### config.mk
export PLATFORM = sky130hd
export DESIGN_NAME = io_controller
export DESIGN_NICKNAME = d
export VERILOG_FILES = /design/src/rtl/io_controller.sv
export SDC_FILE = /design/constraint.sdc
export NUM_CORES = 1
export LEC_CHECK = 0
export CORE_MARGIN = 2
export CORE_UTILIZATION = 49
export CTS_BUF_LIST = sky130_fd_sc_hd__clkbuf_8 sky130_fd_sc_hd__clkbuf_16
export DETAILED_ROUTE_END_ITERATION = 8
export HOLD_SLACK_MARGIN = 0.1
export PLACE_DENSITY = 0.95
export SYNTH_ARGS = -nofsm -noshare
export SYNTH_HDL_FRONTEND = slang
export SYNTH_SLANG_ARGS = --single-unit
export TNS_END_PERCENT = 50
### constraint.sdc
create_clock -name clock -period 5.96 [get_ports clock]
set_input_delay 1.192 -clock clock [delete_from_list [all_inputs] [get_ports clock]]
set_output_delay 1.192 -clock clock [all_outputs]
set_load 0.01 [all_outputs]
### src/rtl/io_controller.sv
// io_controller: memory-mapped IO block sitting beside data RAM.
// Decodes SW (4096), LED (4097), CYCLE (4098) and BTN (4099); every other
// address goes to RAM. Switches and pushbutton are 2-flop synchronized.
// Optional feature: define IO_DEBOUNCE_EN to add a per-bit debounce counter
// on each synchronized input (DEBOUNCE_CYCLES stable cycles to change).
module io_controller #(
   parameter int unsigned DEBOUNCE_CYCLES = 1000
) (
   input  logic        clock,
   input  logic        reset,
   input  logic [31:0] addr,
   input  logic [31:0] wdata,
   input  logic        wren,
   input  logic        rd_en,
   input  logic [31:0] ram_q,
   input  logic [15:0] sw_in,
   input  logic        btn_in,
   output logic [31:0] q_out,
   output logic        ram_wren,
   output logic [15:0] led
);

   localparam logic [31:0] ADDR_SW    = 32'd4096;
   localparam logic [31:0] ADDR_LED   = 32'd4097;
   localparam logic [31:0] ADDR_CYCLE = 32'd4098;
   localparam logic [31:0] ADDR_BTN   = 32'd4099;

   logic        sel_sw, sel_led, sel_cycle, sel_btn, sel_ram;
   logic [15:0] sw_s1, sw_s2;
   logic        btn_s1, btn_s2;
   logic [15:0] sw_db;
   logic        btn_db;
   logic        btn_prev;
   logic        btn_rise;
   logic        btn_evt;
   logic [7:0]  press_cnt;
   logic [31:0] cycle;

   assign sel_sw    = (addr == ADDR_SW);
   assign sel_led   = (addr == ADDR_LED);
   assign sel_cycle = (addr == ADDR_CYCLE);
   assign sel_btn   = (addr == ADDR_BTN);
   assign sel_ram   = ~(sel_sw | sel_led | sel_cycle | sel_btn);

   assign ram_wren  = wren & sel_ram;

   // Two-flop synchronizers for the asynchronous switch and button inputs
   always_ff @(posedge clock) begin
      if (reset) begin
         sw_s1  <= '0;
         sw_s2  <= '0;
         btn_s1 <= 1'b0;
         btn_s2 <= 1'b0;
      end else begin
         sw_s1  <= sw_in;
         sw_s2  <= sw_s1;
         btn_s1 <= btn_in;
         btn_s2 <= btn_s1;
      end
   end

`ifdef IO_DEBOUNCE_EN
   localparam int unsigned CW = (DEBOUNCE_CYCLES > 1) ? $clog2(DEBOUNCE_CYCLES) : 1;
   localparam logic [CW-1:0] CNT_LAST = CW'(DEBOUNCE_CYCLES - 1);

   logic [16:0]   sync_vec;
   logic [16:0]   db_q;
   logic [CW-1:0] db_cnt [17];

   assign sync_vec = {btn_s2, sw_s2};

   // Per-bit debounce: a bit flips only after DEBOUNCE_CYCLES consecutive disagreeing samples
   always_ff @(posedge clock) begin
      if (reset) begin
         db_q <= '0;
         for (int unsigned i = 0; i < 17; i++) begin
            db_cnt[i] <= '0;
         end
      end else begin
         for (int unsigned i = 0; i < 17; i++) begin
            if (sync_vec[i] == db_q[i]) begin
               db_cnt[i] <= '0;
            end else if (db_cnt[i] == CNT_LAST) begin
               db_q[i]   <= sync_vec[i];
               db_cnt[i] <= '0;
            end else begin
               db_cnt[i] <= db_cnt[i] + 1'b1;
            end
         end
      end
   end

   assign sw_db  = db_q[15:0];
   assign btn_db = db_q[16];
`else
   assign sw_db  = sw_s2;
   assign btn_db = btn_s2;
`endif

   assign btn_rise = btn_db & ~btn_prev;

   // LED register: loads on a store to the LED address
   always_ff @(posedge clock) begin
      if (reset) begin
         led <= '0;
      end else if (wren && sel_led) begin
         led <= wdata[15:0];
      end
   end

   // Free-running cycle counter; a store overrides that clock's increment
   always_ff @(posedge clock) begin
      if (reset) begin
         cycle <= '0;
      end else if (wren && sel_cycle) begin
         cycle <= wdata;
      end else begin
         cycle <= cycle + 32'd1;
      end
   end

   // Button press tracking: a store clears, a rising edge beats a clearing read
   always_ff @(posedge clock) begin
      if (reset) begin
         btn_prev  <= 1'b0;
         btn_evt   <= 1'b0;
         press_cnt <= '0;
      end else begin
         btn_prev <= btn_db;
         if (wren && sel_btn) begin
            btn_evt   <= 1'b0;
            press_cnt <= '0;
         end else if (btn_rise) begin
            btn_evt   <= 1'b1;
            press_cnt <= press_cnt + 8'd1;
         end else if (rd_en && sel_btn) begin
            btn_evt <= 1'b0;
         end
      end
   end

   // Read-data mux over registered sources and RAM
   always_comb begin
      q_out = ram_q;
      if (sel_sw) begin
         q_out = {16'h0000, sw_db};
      end else if (sel_led) begin
         q_out = {16'h0000, led};
      end else if (sel_cycle) begin
         q_out = cycle;
      end else if (sel_btn) begin
         q_out = {16'h0000, press_cnt, 7'b0000000, btn_evt};
      end
   end

endmodule

==> results.py, run 1 <==
metrics = {
    "routing": {
        "wl_per_cell_um": 15.8,
        "drc": 0,
        "via_per_inst": 5.33,
        "drt-total-wl_mm": 13.1,
        "dr_total_vias": 4427,
        "firstDrtPassIters": 5,
        "ant_nets": 0,
        "drtIter0Drc": 216,
    },
    "finish": {
        "layout.nets": 815,
        "fin_area_mm2": 0.00658,
        "layout.cells.non_filler": 830,
        "n_fill_cell": 726,
        "insertedDiodeCount": 0,
        "syn_to_final_growth_pct": 39.7,
        "drive_gt1_share_pct": 8.99,
    },
    "synthesis": {
        "synth_ff_type": "dfxtp_1",
        "synth_area_leaders": "dfxtp_1, a211oi_2, mux2i_1, nor2_1, nand2_1",
        "yosysUniqueCellTypes": 34,
        "synth_edf_count": 0,
        "seq_area_frac_synth_pct": 39.1,
        "synth_top_area_share_pct": 39.1,
        "syn_avg_cell_area_um2": 8.53,
        "synth_most_common_cell": "dfxtp_1",
        "syn-num-nets": 671,
        "syn_inst": 552,
        "ys_warn_count": 0,
        "async_reset_ff_share_pct": 0,
        "syn_area_mm2": 0.00471,
        "synth-seq-cells": 92,
        "netlist_top_cells_count": "dfxtp_1, nor2_1, nand2_1, nor2b_1, mux2i_1",
        "yosysTopAreaCell": "dfxtp_1",
    },
    "timing": {
        "final_hold_viol_count": 0,
        "hold_ws_ns": 0.446,
        "rsz0062_at_grt": "no",
        "slew_headroom_pct": 23.5,
        "report.final.slew_viol_count": 0,
        "worst_pin_slew_ns": 1.14,
        "fmax_mhz": 196,
        "finalCritPeriodShare_pct": 85.7,
        "tns_ns": 0,
        "period_needed_ns": 5.11,
        "fin_skew_ns": 0.0127,
        "setup_violations": 0,
    },
    "place": {
        "routabilityCongestion": 0.835,
        "dpl.hpwl_mm": 9.63,
        "dpl.cell_count": 814,
        "place_area_mm2": 0.00638,
        "port-buffer-count": 165,
    },
    "power_and_ir_drop": {
        "internal_power_mw": 0.903,
        "switching_power_mw": 0.327,
        "swShare_pct": 26.6,
        "p_per_area_mw_per_mm2": 187,
        "p_leak_nw": 2.45,
        "ir_worst_vdd_mv": 0.135,
        "combPwrFrac_pct": 14.3,
        "pwr-share-clk_pct": 34.2,
        "pwr-share-seq_pct": 51.5,
    },
    "clock_network": {
        "clk_latency_ns": 0.36,
        "cts.htree.levels": 3,
        "cts_hold_buf": 0,
        "clock-sinks": 92,
        "cts_tree": "built",
        "clk_pin_slew_worst_paths_ns": 0.10,
        "cts_root_buf": "clkbuf_8",
        "cts-root-to-sink-buffers": 2,
        "post-cts-setup-buffers": 0,
        "ctsResizeCount": 0,
        "cts_made_buffers": 9,
    },
    "setup_path": {
        "critical_path_arrival_ns": 3.92,
        "cp-end-kind": "primary output",
        "worst-r2r-setup-slack_ns": 3.64,
        "rr_startpoint": "cycle[9]",
        "r2r_end": "cycle[29]",
        "cp_max_fo": 27,
        "r2r_cells": 5,
        "cp.required_ns": 4.77,
        "start_kind": "input port",
        "path_class": "input port to primary output",
    },
    "die": {
        "die_h_um": 102,
        "initial_core_util_pct": 50.7,
        "die_area_mm2": 0.0104,
        "core_area_mm2": 0.00928,
        "num_io_pins": 166,
        "num_rows": 35,
        "die_x_um": 102,
    },
    "grt": {
        "first_global_vias": 4529,
        "grt_overflow": 0,
        "antenna_found_initial": 0,
        "grt_max_degree": 85,
        "grt_pass1_wl_mm": 20.7,
        "grt_usage_pct": 24.9,
    },
    "outcome": {
        "status": "finished, final reports clean",
    },
    "job": {
        "maxCapViolations": 0,
    },
    "min_path": {
        "worstHoldStart": "sw_s1[12]",
        "whs_endpoint": "sw_db[12]",
        "hold_depth": 1,
        "hp-class": "flip-flop to flip-flop",
    },
}
metrics by stage:
| step | setup slack, ns | total power [mW] | utilization [%] |
|---|---|---|---|
| floorplan | 2.22 | 0.706 | - |
| global placement | 1.03 | 0.817 | 68.7 |
| detailed placement | 0.863 | 0.822 | 68.7 |
| CTS | 0.871 | 1.24 | 70.8 |
| global route | 0.779 | 1.27 | 70.8 |
| finish | 0.850 | 1.23 | 70.8 |
layout make-up:
type | instances | area [µm²] | share of cell area (%)
Multi-Input combinational cell | 417 | 2660 | 40.4
Inverter | 4 | 15.0 | 0.228
Clock inverter | 7 | 76.3 | 1.16
Clock buffer | 9 | 124 | 1.88
Tap cell | 129 | 161 | 2.45
Sequential cell | 92 | 1840 | 28.0
Timing Repair Buffer | 172 | 1700 | 25.9
worst max-delay path: stages:
cell and delay [ns]:
clkdlybuf4s50_1 0.41, nor4b_1 0.30, nand4_1 0.34, or2_1 0.51, buf_4 0.30, o21ai_0 0.25, clkdlybuf4s50_1 0.60
metal layers:
layer,global-route usage (%),part of all wire [%]
met1,28.8,42
met2,47.0,51
met5,0,0
met4,5.44,0.63
met3,5.61,7.0
registers in the layout (all words and copies together) (netlist names):
signal and cells:
press_cnt 8, cycle 32, btn_prev 1, btn_s1 1, btn_evt 1, sw_s1 16
led 16, btn_db 1, sw_db 16
how the worst max path moves through the flow:
stage | from | to | slack (ns)
2_1_floorplan | addr[5] | q_out[1] | 2.22
3_3_place_gp | addr[13] | q_out[3] | 1.03
3_5_place_dp | addr[13] | q_out[4] | 0.86
4_1_cts | addr[13] | q_out[4] | 0.87
5_1_grt | addr[13] | q_out[4] | 0.78
6_report | addr[13] | q_out[4] | 0.85
power groups by stage:
stage                     Sequential [mW]  Combinational [mW]  Clock, mW
after floorplan                     0.645              0.0605          0
after global placement              0.647               0.170          0
after detailed placement            0.648               0.174          0
after CTS                           0.633               0.176      0.427
after global routing                0.635               0.188      0.450
final                               0.634               0.175      0.421
cells by family after synthesis:
logic type / after synthesis / share of synthesized area (%)
muxes: 34 / 7.28
AOI/OAI and AO/OA: 84 / 14.5
xor gates and xnor gates: 37 / 6.88
adders and majority gates: 2 / 0.531
and+or+nand+nor: 260 / 27.1
DFF: 92 / 39.1
buffers and inverters: 43 / 4.54
layout by cell type, fill, tap and decap left out, drive strengths merged, types with 21 or more instances in the layout:
master	count
nor2b	38
a21oi	29
mux2i	32
nand4	21
nand2	65
nor2	75
nand3	31
dfxtp	92
clkdlybuf4s50	164
a211oi	31
xor2	25
Note: power is estimated with default switching activity, not from simulation.
==> run 2, diff against run 1 <==
--- a/config.mk
+++ b/config.mk
@@ -8,6 +8,7 @@
 export CORE_MARGIN = 2
 export CORE_UTILIZATION = 49
 export CTS_BUF_LIST = sky130_fd_sc_hd__clkbuf_8 sky130_fd_sc_hd__clkbuf_16
+export CTS_CLUSTER_DIAMETER = 80
 export DETAILED_ROUTE_END_ITERATION = 8
 export HOLD_SLACK_MARGIN = 0.1
 export PLACE_DENSITY = 0.95
==> results of run 2 <==
Final layout, timing and power as in run 1 (identical DEF).
==> run 3, diff against run 2 <==
--- a/config.mk
+++ b/config.mk
@@ -5,13 +5,14 @@
 export SDC_FILE = /design/constraint.sdc
 export NUM_CORES = 1
 export LEC_CHECK = 0
+export ABC_CLOCK_PERIOD_IN_PS = 4660
 export CORE_MARGIN = 2
-export CORE_UTILIZATION = 49
+export CORE_UTILIZATION = 41
 export CTS_BUF_LIST = sky130_fd_sc_hd__clkbuf_8 sky130_fd_sc_hd__clkbuf_16
 export CTS_CLUSTER_DIAMETER = 80
 export DETAILED_ROUTE_END_ITERATION = 8
 export HOLD_SLACK_MARGIN = 0.1
-export PLACE_DENSITY = 0.95
+export PLACE_DENSITY = 0.89
 export SYNTH_ARGS = -nofsm -noshare
 export SYNTH_HDL_FRONTEND = slang
 export SYNTH_SLANG_ARGS = --single-unit
==> constraint.sdc (replaced) <==
create_clock -name clock -period 4.66 [get_ports clock]
set_input_delay 0.932 -clock clock [delete_from_list [all_inputs] [get_ports clock]]
set_output_delay 0.932 -clock clock [all_outputs]
set_load 0.01 [all_outputs]
==> run 3 against run 2 <==
Cell count grew 2.5%. First-iteration DRC count fell by 0.93%. Wire length increased by 2.6%. Clock power rose by 83%. Design area grew 2.8%. Setup slack lost 0.50 ns. Largest cell class unchanged.
==> results.py, run 3 (synthesized netlist as in run 1, its figures left out) <==
metrics = {
    "finish": {
        "layout.nets": 822,
        "drive_gt1_share_pct": 10.0,
        "insertedDiodeCount": 0,
        "largest_reg_flops": 32,
        "n_fill_cell": 974,
        "multi_input_area_mm2": 0.00266,
        "mostFrequentLayoutCell": "clkdlybuf4s50_1",
        "final_cell_mix": "clkdlybuf4s50_1, dfxtp_1, nor2_1, nand2_1, nor2b_1",
        "syn_to_final_growth_pct": 43.5,
        "regArea_mm2": 0.00184,
        "layout.cells.non_filler": 851,
        "largest-register": "cycle",
    },
    "routing": {
        "dr_total_vias": 4483,
        "ant_nets": 0,
        "firstDrtPassIters": 4,
        "drt-total-wl_mm": 13.5,
        "drc": 0,
        "drtIter0Drc": 214,
        "via_per_inst": 5.27,
        "wl_per_cell_um": 15.8,
    },
    "die": {
        "die_x_um": 111,
        "num_io_pins": 166,
        "num_rows": 39,
        "core_area_mm2": 0.0113,
        "die_h_um": 111,
        "initial_core_util_pct": 41.6,
        "die_area_mm2": 0.0124,
    },
    "clock_network": {
        "cts.htree.levels": 3,
        "cts_root_buf": "clkbuf_16",
        "cts_made_buffers": 9,
        "clock-sinks": 92,
        "cts_tree": "built",
        "clk_latency_ns": 0.34,
        "cts_hold_buf": 0,
        "cts-root-to-sink-buffers": 2,
        "clk_pin_slew_worst_paths_ns": 0.07,
    },
    "setup_path": {
        "slowest_delay_ns": 0.58,
        "cp-end-kind": "primary output",
        "start_kind": "input port",
        "path_class": "input port to primary output",
        "critical_path_arrival_ns": 3.37,
        "slowest_stage": "clkdlybuf4s50_1",
        "crit_path_cell_trace": "clkdlybuf4s50_1 > nor4_4 > nand4_2 > buf_4 > nor2_2 > buf_4 > a21oi_1 > a21oi_1 > clkdlybuf4s50_1",
        "cp_max_fo": 7,
        "cp.required_ns": 3.73,
    },
    "timing": {
        "setup_violations": 0,
        "slew_headroom_pct": 25.7,
        "fmax_mhz": 232,
        "tns_ns": 0,
        "final_hold_viol_count": 0,
        "setup_slack_ns": 0.353,
        "fin_skew_ns": 0.00681,
        "period_needed_ns": 4.31,
        "finalCritPeriodShare_pct": 92.4,
        "report.final.slew_viol_count": 0,
        "rsz0062_at_grt": "no",
        "worst_pin_slew_ns": 1.11,
    },
    "grt": {
        "grt_pass1_wl_mm": 22.1,
        "first_global_vias": 4532,
        "grt_max_degree": 85,
        "antenna_found_initial": 0,
        "grt_usage_pct": 21.7,
        "grt_overflow": 0,
    },
    "power_and_ir_drop": {
        "ir_worst_vdd_mv": 0.278,
        "p_leak_nw": 2.53,
        "p_per_area_mw_per_mm2": 267,
    },
    "place": {
        "pre_cts_slack_ns": 0.198,
        "port-buffer-count": 165,
        "dpl.hpwl_mm": 9.94,
        "routabilityCongestion": 0.886,
        "dpl.cell_count": 835,
    },
    "min_path": {
        "hp-class": "flip-flop to flip-flop",
    },
    "job": {
        "maxCapViolations": 0,
    },
    "outcome": {
        "status": "finished, final reports clean",
    },
}
==> run 3: routing by layer <==
layer	part of all wire (%)	global-route usage [%]	up-vias
li1	-	-	2208
met1	42	25.8	2100
met2	50	39.2	156
met3	6.0	4.87	19
met4	1.4	6.09	0
met5	0	0	-
==> run 3: layout make-up <==
type / count / area share [%]
clock buffer: 9 / 3.33
timing repair buffer: 179 / 25.9
inverter: 4 / 0.222
tap: 143 / 2.65
sequential: 92 / 27.2
clock inverter: 7 / 1.30
multi-input combinational: 417 / 39.3
==> run 3: timing repair <==
action | CTS | global route
endpoints found under the hold margin | 0 | 0
setup buffers | 0 | 0
resized for setup | 0 | 1
endpoints found under the setup margin | 0 | 1
==> run 3: critical path: cells and delay by family <==
kind	cells	cell delay (ns)
buffers and inverters	4	1.42
AND/OR/NAND/NOR	3	0.76
AO/OA/AOI/OAI	2	0.26
==> run 3: worst paths after layout <==
kind	startpoint	endpoint	slack, ns	cells past startpoint
worst min register to register	sw_s1[15]	sw_db[15]	0.44	1
worst min-delay path	sw_s1[15]	sw_db[15]	0.44	1
worst max register to register	cycle[8]	cycle[31]	2.24	5
worst max-delay path	addr[5]	q_out[10]	0.35	9
==> run 3: power by group <==
part	total [mW]	internal (mW)	switching (mW)
Sequential	0.810	0.803	0.00696
Clock	0.769	0.431	0.339
Combinational	0.223	0.139	0.0841
==> run 3: metrics by stage <==
stage / total power [mW] / utilization (%) / cell area, µm² / hold slack, ns
floorplan: 0.903 / - / 4710 / 0.414
global placement: 1.04 / 57.0 / 6450 / 0.419
detailed placement: 1.05 / 57.0 / 6450 / 0.423
CTS: 1.81 / 59.7 / 6760 / 0.443
global route: 1.86 / 59.7 / 6760 / 0.452
finish: 1.80 / 59.7 / 6760 / 0.441
